## config.mk

```make
export PLATFORM = sky130hd
export DESIGN_NAME = uart_device
export DESIGN_NICKNAME = d
export VERILOG_FILES = /design/src/rtl/uart_device.sv
export SDC_FILE = /design/constraint.sdc
export NUM_CORES = 1
export LEC_CHECK = 0
export CORE_MARGIN = 3
export CORE_UTILIZATION = 50
export DETAILED_ROUTE_END_ITERATION = 12
export GPL_ROUTABILITY_DRIVEN = 0
export HOLD_SLACK_MARGIN = 0.12
export PLACE_DENSITY_LB_ADDON = 0.1
export SYNTH_ARGS = -nofsm -noshare
export SYNTH_HDL_FRONTEND = slang
export SYNTH_SLANG_ARGS = --single-unit
export TNS_END_PERCENT = 100
```

## constraint.sdc

```tcl
create_clock -name pclk -period 4 [get_ports pclk]
set_input_delay 1.2 -clock pclk [delete_from_list [all_inputs] [get_ports pclk]]
set_output_delay 1.2 -clock pclk [all_outputs]
set_load 0.02 [all_outputs]
```

## src/rtl/uart_device.sv

```systemverilog
// Full-duplex UART endpoint: a framed serializer on tx and an oversampling
// deserializer on rx. Each direction has its own three-process FSM.
module uart_device #(
  parameter int BAUD_DIV   = 16,
  parameter int DATA_BITS  = 8,
  parameter int PARITY_EN  = 0,
  parameter int PARITY_ODD = 0,
  parameter int STOP_BITS  = 1
) (
  input  logic                 pclk,
  input  logic                 areset,
  input  logic [DATA_BITS-1:0] tx_data,
  input  logic                 tx_valid,
  output logic                 tx_ready,
  output logic                 tx,
  input  logic                 rx,
  output logic [DATA_BITS-1:0] rx_data,
  output logic                 rx_valid,
  output logic                 rx_parity_err,
  output logic                 rx_frame_err,
  output logic                 tx_busy
);

  localparam int CW = (BAUD_DIV > 1) ? $clog2(BAUD_DIV) : 1;
  localparam logic [CW-1:0] CNT_ONE   = CW'(1);
  localparam logic [CW-1:0] BIT_LAST  = CW'(BAUD_DIV - 1);
  localparam logic [CW-1:0] HALF_LAST = CW'(BAUD_DIV / 2 - 1);
  localparam logic [2:0]    DATA_LAST = 3'(DATA_BITS - 1);
  localparam logic [2:0]    STOP_LAST = 3'(STOP_BITS - 1);

  typedef enum logic [2:0] {
    S_IDLE = 3'd0, S_START = 3'd1, S_DATA = 3'd2, S_PARITY = 3'd3, S_STOP = 3'd4
  } state_t;

  function automatic logic parity_f(input logic [DATA_BITS-1:0] d);
    return (^d) ^ (PARITY_ODD != 0);
  endfunction

  // ---------------- transmitter ----------------
  state_t                 tx_state_r, tx_next_s;
  logic [CW-1:0]          tx_cnt_r;
  logic [2:0]             tx_bit_r;
  logic [DATA_BITS-1:0]   tx_shift_r, tx_shift_next_s;
  logic                   tx_par_r, tx_r, tx_ready_r, tx_busy_r;
  logic                   tx_s, tx_ready_s, tx_busy_s;
  logic                   tx_bit_end_s, tx_load_s;

  assign tx_bit_end_s = (tx_cnt_r == BIT_LAST);
  assign tx_load_s    = (tx_state_r == S_IDLE) && tx_valid;

  // TX state, baud counter, bit index and registered line outputs
  always_ff @(posedge pclk) begin
    if (areset) begin
      tx_state_r <= S_IDLE;
      tx_cnt_r   <= '0;
      tx_bit_r   <= 3'd0;
      tx_shift_r <= '0;
      tx_par_r   <= 1'b0;
      tx_r       <= 1'b1;
      tx_ready_r <= 1'b1;
      tx_busy_r  <= 1'b0;
    end else begin
      tx_state_r <= tx_next_s;
      tx_shift_r <= tx_shift_next_s;
      tx_r       <= tx_s;
      tx_ready_r <= tx_ready_s;
      tx_busy_r  <= tx_busy_s;
      if (tx_load_s) tx_par_r <= parity_f(tx_data);
      if (tx_state_r == S_IDLE || tx_bit_end_s) tx_cnt_r <= '0;
      else tx_cnt_r <= tx_cnt_r + CNT_ONE;
      if (tx_next_s != tx_state_r) tx_bit_r <= 3'd0;
      else if (tx_bit_end_s) tx_bit_r <= tx_bit_r + 3'd1;
    end
  end

  // TX next-state
  always_comb begin
    tx_next_s = tx_state_r;
    case (tx_state_r)
      S_IDLE:   if (tx_valid) tx_next_s = S_START; else tx_next_s = S_IDLE;
      S_START:  if (tx_bit_end_s) tx_next_s = S_DATA; else tx_next_s = S_START;
      S_DATA:
        if (tx_bit_end_s && tx_bit_r == DATA_LAST) tx_next_s = (PARITY_EN != 0) ? S_PARITY : S_STOP;
        else tx_next_s = S_DATA;
      S_PARITY: if (tx_bit_end_s) tx_next_s = S_STOP; else tx_next_s = S_PARITY;
      S_STOP:
        if (tx_bit_end_s && tx_bit_r == STOP_LAST) tx_next_s = S_IDLE;
        else tx_next_s = S_STOP;
      default:  tx_next_s = S_IDLE;
    endcase
  end

  // TX outputs are decoded from the next state so the line flops change with the state
  always_comb begin
    tx_shift_next_s = tx_shift_r;
    if (tx_load_s) tx_shift_next_s = tx_data;
    else if (tx_state_r == S_DATA && tx_bit_end_s) tx_shift_next_s = {1'b0, tx_shift_r[DATA_BITS-1:1]};
    else tx_shift_next_s = tx_shift_r;
    tx_s       = 1'b1;
    tx_ready_s = 1'b0;
    tx_busy_s  = 1'b1;
    case (tx_next_s)
      S_IDLE:   begin tx_s = 1'b1; tx_ready_s = 1'b1; tx_busy_s = 1'b0; end
      S_START:  tx_s = 1'b0;
      S_DATA:   tx_s = tx_shift_next_s[0];
      S_PARITY: tx_s = tx_par_r;
      S_STOP:   tx_s = 1'b1;
      default:  tx_s = 1'b1;
    endcase
  end

  assign tx       = tx_r;
  assign tx_ready = tx_ready_r;
  assign tx_busy  = tx_busy_r;

  // ---------------- receiver ----------------
  state_t                 rx_state_r, rx_next_s;
  logic                   rx_meta_r, rx_sync_r, rx_prev_r;
  logic [CW-1:0]          rx_cnt_r;
  logic [2:0]             rx_bit_r;
  logic [DATA_BITS-1:0]   rx_shift_r, rx_data_r;
  logic                   rx_par_bit_r, rx_valid_r, rx_perr_r, rx_ferr_r;
  logic                   rx_sample_s, rx_valid_s, rx_perr_s, rx_ferr_s;

  // Mid-bit sample point: half a bit into the start bit, then one full bit apart
  always_comb begin
    case (rx_state_r)
      S_START:                  rx_sample_s = (rx_cnt_r == HALF_LAST);
      S_DATA, S_PARITY, S_STOP: rx_sample_s = (rx_cnt_r == BIT_LAST);
      default:                  rx_sample_s = 1'b0;
    endcase
  end

  // RX synchronizer, state, counters and shift register
  always_ff @(posedge pclk) begin
    if (areset) begin
      rx_meta_r    <= 1'b1;
      rx_sync_r    <= 1'b1;
      rx_prev_r    <= 1'b1;
      rx_state_r   <= S_IDLE;
      rx_cnt_r     <= '0;
      rx_bit_r     <= 3'd0;
      rx_shift_r   <= '0;
      rx_par_bit_r <= 1'b0;
    end else begin
      rx_meta_r  <= rx;
      rx_sync_r  <= rx_meta_r;
      rx_prev_r  <= rx_sync_r;
      rx_state_r <= rx_next_s;
      if (rx_state_r == S_IDLE || rx_sample_s) rx_cnt_r <= '0;
      else rx_cnt_r <= rx_cnt_r + CNT_ONE;
      if (rx_next_s != rx_state_r) rx_bit_r <= 3'd0;
      else if (rx_sample_s) rx_bit_r <= rx_bit_r + 3'd1;
      if (rx_state_r == S_DATA && rx_sample_s) rx_shift_r <= {rx_sync_r, rx_shift_r[DATA_BITS-1:1]};
      if (rx_state_r == S_PARITY && rx_sample_s) rx_par_bit_r <= rx_sync_r;
    end
  end

  // RX next-state; a start needs a falling edge, so a held-low line cannot re-arm
  always_comb begin
    rx_next_s = rx_state_r;
    case (rx_state_r)
      S_IDLE:   if (rx_prev_r && !rx_sync_r) rx_next_s = S_START; else rx_next_s = S_IDLE;
      S_START:
        if (rx_sample_s) rx_next_s = rx_sync_r ? S_IDLE : S_DATA;
        else rx_next_s = S_START;
      S_DATA:
        if (rx_sample_s && rx_bit_r == DATA_LAST) rx_next_s = (PARITY_EN != 0) ? S_PARITY : S_STOP;
        else rx_next_s = S_DATA;
      S_PARITY: if (rx_sample_s) rx_next_s = S_STOP; else rx_next_s = S_PARITY;
      S_STOP:   if (rx_sample_s) rx_next_s = S_IDLE; else rx_next_s = S_STOP;
      default:  rx_next_s = S_IDLE;
    endcase
  end

  // RX result flags, evaluated at the stop-bit sample
  always_comb begin
    rx_valid_s = (rx_state_r == S_STOP) && rx_sample_s;
    rx_ferr_s  = !rx_sync_r;
    if (PARITY_EN != 0) rx_perr_s = (rx_par_bit_r != parity_f(rx_shift_r));
    else rx_perr_s = 1'b0;
  end

  // RX registered outputs, held until the next frame completes
  always_ff @(posedge pclk) begin
    if (areset) begin
      rx_valid_r <= 1'b0;
      rx_data_r  <= '0;
      rx_perr_r  <= 1'b0;
      rx_ferr_r  <= 1'b0;
    end else begin
      rx_valid_r <= rx_valid_s;
      if (rx_valid_s) begin
        rx_data_r <= rx_shift_r;
        rx_perr_r <= rx_perr_s;
        rx_ferr_r <= rx_ferr_s;
      end
    end
  end

  assign rx_valid      = rx_valid_r;
  assign rx_data       = rx_data_r;
  assign rx_parity_err = rx_perr_r;
  assign rx_frame_err  = rx_ferr_r;

endmodule

```

==> results.cfg <==
[clock_tree]
path_clk_slew_ns = 0.10
post_cts_resized = 0
clk_latency_ns = 0.30
cts_buffers = 5
ctsRootBufferMaster = clkbuf_8
h-tree-depth = 2
ctsHoldBuffers = 0
cts_tree = done
cts_buffer_depth = 2
cts_setup_buffers = 0
clock_sinks = 53

[yosys]
yosysWarnings = 0
synth_top_area_share_pct = 43.8
syn_area_um2 = 2420
synth_seq_cells = 53
synth_cell_type_count = 51
synth.most_common_cell = dfxtp_1
synth_edf_count = 0
synthArstFlopShare_pct = 0
postSynthCellCount = 254
synth_area_leader_cell = dfxtp_1
yosys-top-cells-area = dfxtp_1 44%, mux2i_1 11%, nor2_1 6.5%, xnor2_1 4.7%, ha_1 3.6%
synth_top_cells_by_count = 53 x dfxtp_1, 42 x nor2_1, 27 x mux2i_1
ys.flop_type = dfxtp_1
syn-num-nets = 273
avgSynthCellArea_um2 = 9.53
seq_area_frac_synth_pct = 43.8

[timing]
hold_viol = 0
worst_pin_slew_ns = 0.650
relSlewSlack_pct = 56.6
report.final.slew_viol_count = 0
setup_viol = 0
max_freq_mhz = 385
finalCritPeriodShare_pct = 65.0
min_period_ns = 2.60
fin_skew_ns = 0.00860
tns_ns = 0
rsz0062_at_grt = false

[worst_setup_path]
worstSetupPathType = primary input to flop
r2r-start = rx_state_r[2]
r2r-end = rx_data[1]
r2r_cells = 4
reg2reg_setup_slack_ns = 2.09
worstSetupStartpointType = primary input
crit_fanout = 28
critPathCaptureType = flop
cp.required_ns = 4.19
critPathArrivalTime_ns = 2.79

[placement]
io_buffers = 24
place_area_um2 = 2640
dp_hpwl_um = 2800
place_inst = 313

[die]
std_cell_rows = 24
core_region_area_um2 = 4500
io_pins = 26
die_h_um = 75.6
dieArea_um2 = 5710
start_util_pct = 53.7
die_w_um = 75.6

[drt]
postRouteAntennaNets = 0
vias = 1746
vias_per_cell = 5.44
first_pass_iters = 6
drtIter0Drc = 130
drc = 0
routedWlPerCell_um = 12.4
wl_um = 3990

[worst_hold_path]
holdPathStages = 1
hp-start = rx_meta_r
min_path_type = flop to flop
hold_end = rx_sync_r

[finish]
drive_gt1_share_pct = 6.69
nFillCells = 408
diodes = 0
nets = 287
area_delta_synth_final_pct = 12.7
final_area_um2 = 2730
multiInputGateArea_um2 = 1230
seq_area_um2 = 1060
stdcell_count = 321

[power]
p_int_mw = 0.706
leakagePower_nw = 1.15
clock_power_share_pct = 32.5
p_per_area_nw_per_um2 = 342
p_seq_share_pct = 59.2
vdd_ir_drop_max_uv = 201
netSwitchingPower_mw = 0.227
swShare_pct = 24.3
p_comb_share_pct = 8.3

[grt]
grt_pass1_vias = 1570
track_usage_pct = 15.6
antenna_found_initial = 0
grt_start_max_net_pins = 29
grt_pass1_wl_um = 6890
overflow = 0

[flow_run]
maxCapViolations = 0

[outcome]
status = finished clean
## critical path: stages
cell and delay, ns:
clkdlybuf4s50_1 0.84, buf_4 0.39, nor2_1 0.09, o21ai_0 0.17
nor2_1 0.09
## per-stage QoR
step	power, mW	worst slack, ns	hold slack [ns]	utilization, %
2_1_floorplan	0.616	1.80	0.389	-
3_5_place_dp	0.642	1.04	0.399	58.5
5_1_grt	0.978	1.19	0.446	60.5
4_1_cts	0.945	1.38	0.428	60.5
6_report	0.932	1.40	0.421	60.5
3_3_place_gp	0.642	1.07	0.395	58.5
## flip-flops by register name, summed over array words and instances, names as in the netlist
register      count
rx_bit_r          3
rx_cnt_r          4
rx_data           8
rx_frame_err      1
rx_meta_r         1
rx_prev_r         1
rx_shift_r        8
rx_state_r        3
rx_sync_r         1
rx_valid          1
tx                1
tx_bit_r          3
tx_busy           1
tx_cnt_r          4
tx_par_r          1
tx_ready          1
tx_shift_r        8
tx_state_r        3
## layer usage
| layer | vias to the layer above | global-route usage [%] | routed length (um) |
|---|---|---|---|
| li1 | 909 | - | - |
| met1 | 805 | 21.2 | 1990 |
| met2 | 27 | 24.2 | 1810 |
| met3 | 5 | 3.69 | 135 |
| met4 | 0 | 6.02 | 51 |
| met5 | - | 0 | 0 |
## how the worst max path moves through the flow
stage,endpoint,from,cells past startpoint
floorplan,tx,tx_valid,4
global placement,rx_cnt_r[3],areset,5
detailed placement,rx_cnt_r[3],areset,5
CTS,rx_cnt_r[3],areset,5
global route,rx_cnt_r[2],areset,5
finish,rx_cnt_r[3],areset,5
## placed cells by master, fill, tap and decap left out, types with 3 or more instances in the layout
cell type / netlist / layout
clkdlybuf4s50_1: 0 / 24
a31oi_1: 4 / 4
nand2_1: 7 / 7
dfxtp_1: 53 / 53
a211oi_1: 8 / 8
xnor2_1: 13 / 13
ha_1: 7 / 7
mux2i_1: 27 / 27
nor2_1: 42 / 42
nor3_1: 8 / 8
inv_1: 9 / 9
or2_2: 3 / 3
clkbuf_8: 0 / 5
a21oi_1: 7 / 7
nand3_1: 6 / 6
## layout make-up
| type | count | area share, % |
|---|---|---|
| tap | 52 | 2.39 |
| clock inverter | 3 | 0.780 |
| clock buffer | 5 | 2.52 |
| inverter | 9 | 1.24 |
| multi-input combinational | 174 | 45.1 |
| timing repair buffer | 25 | 9.09 |
| sequential | 53 | 38.9 |
## power groups by stage
stage          logic, mW  clock network (mW)  registers [mW]
2_1_floorplan     0.0532                   0           0.563
3_3_place_gp      0.0774                   0           0.565
3_5_place_dp      0.0780                   0           0.565
4_1_cts           0.0782               0.314           0.552
5_1_grt           0.0863               0.337           0.554
6_report          0.0770               0.303           0.552
## cell families after synthesis
kind of cell / Yosys count / share of synthesized area (%)
muxes: 27 / 11.2
DFF: 53 / 43.8
buffers and inverters: 27 / 5.38
adders and majority gates: 7 / 3.62
and+or+nand+nor: 87 / 18.9
other: 1 / 0.155
AOI/OAI and AO/OA: 38 / 11.9
xor gates and xnor gates: 14 / 5.07
Power figures use the tool's default switching activity.
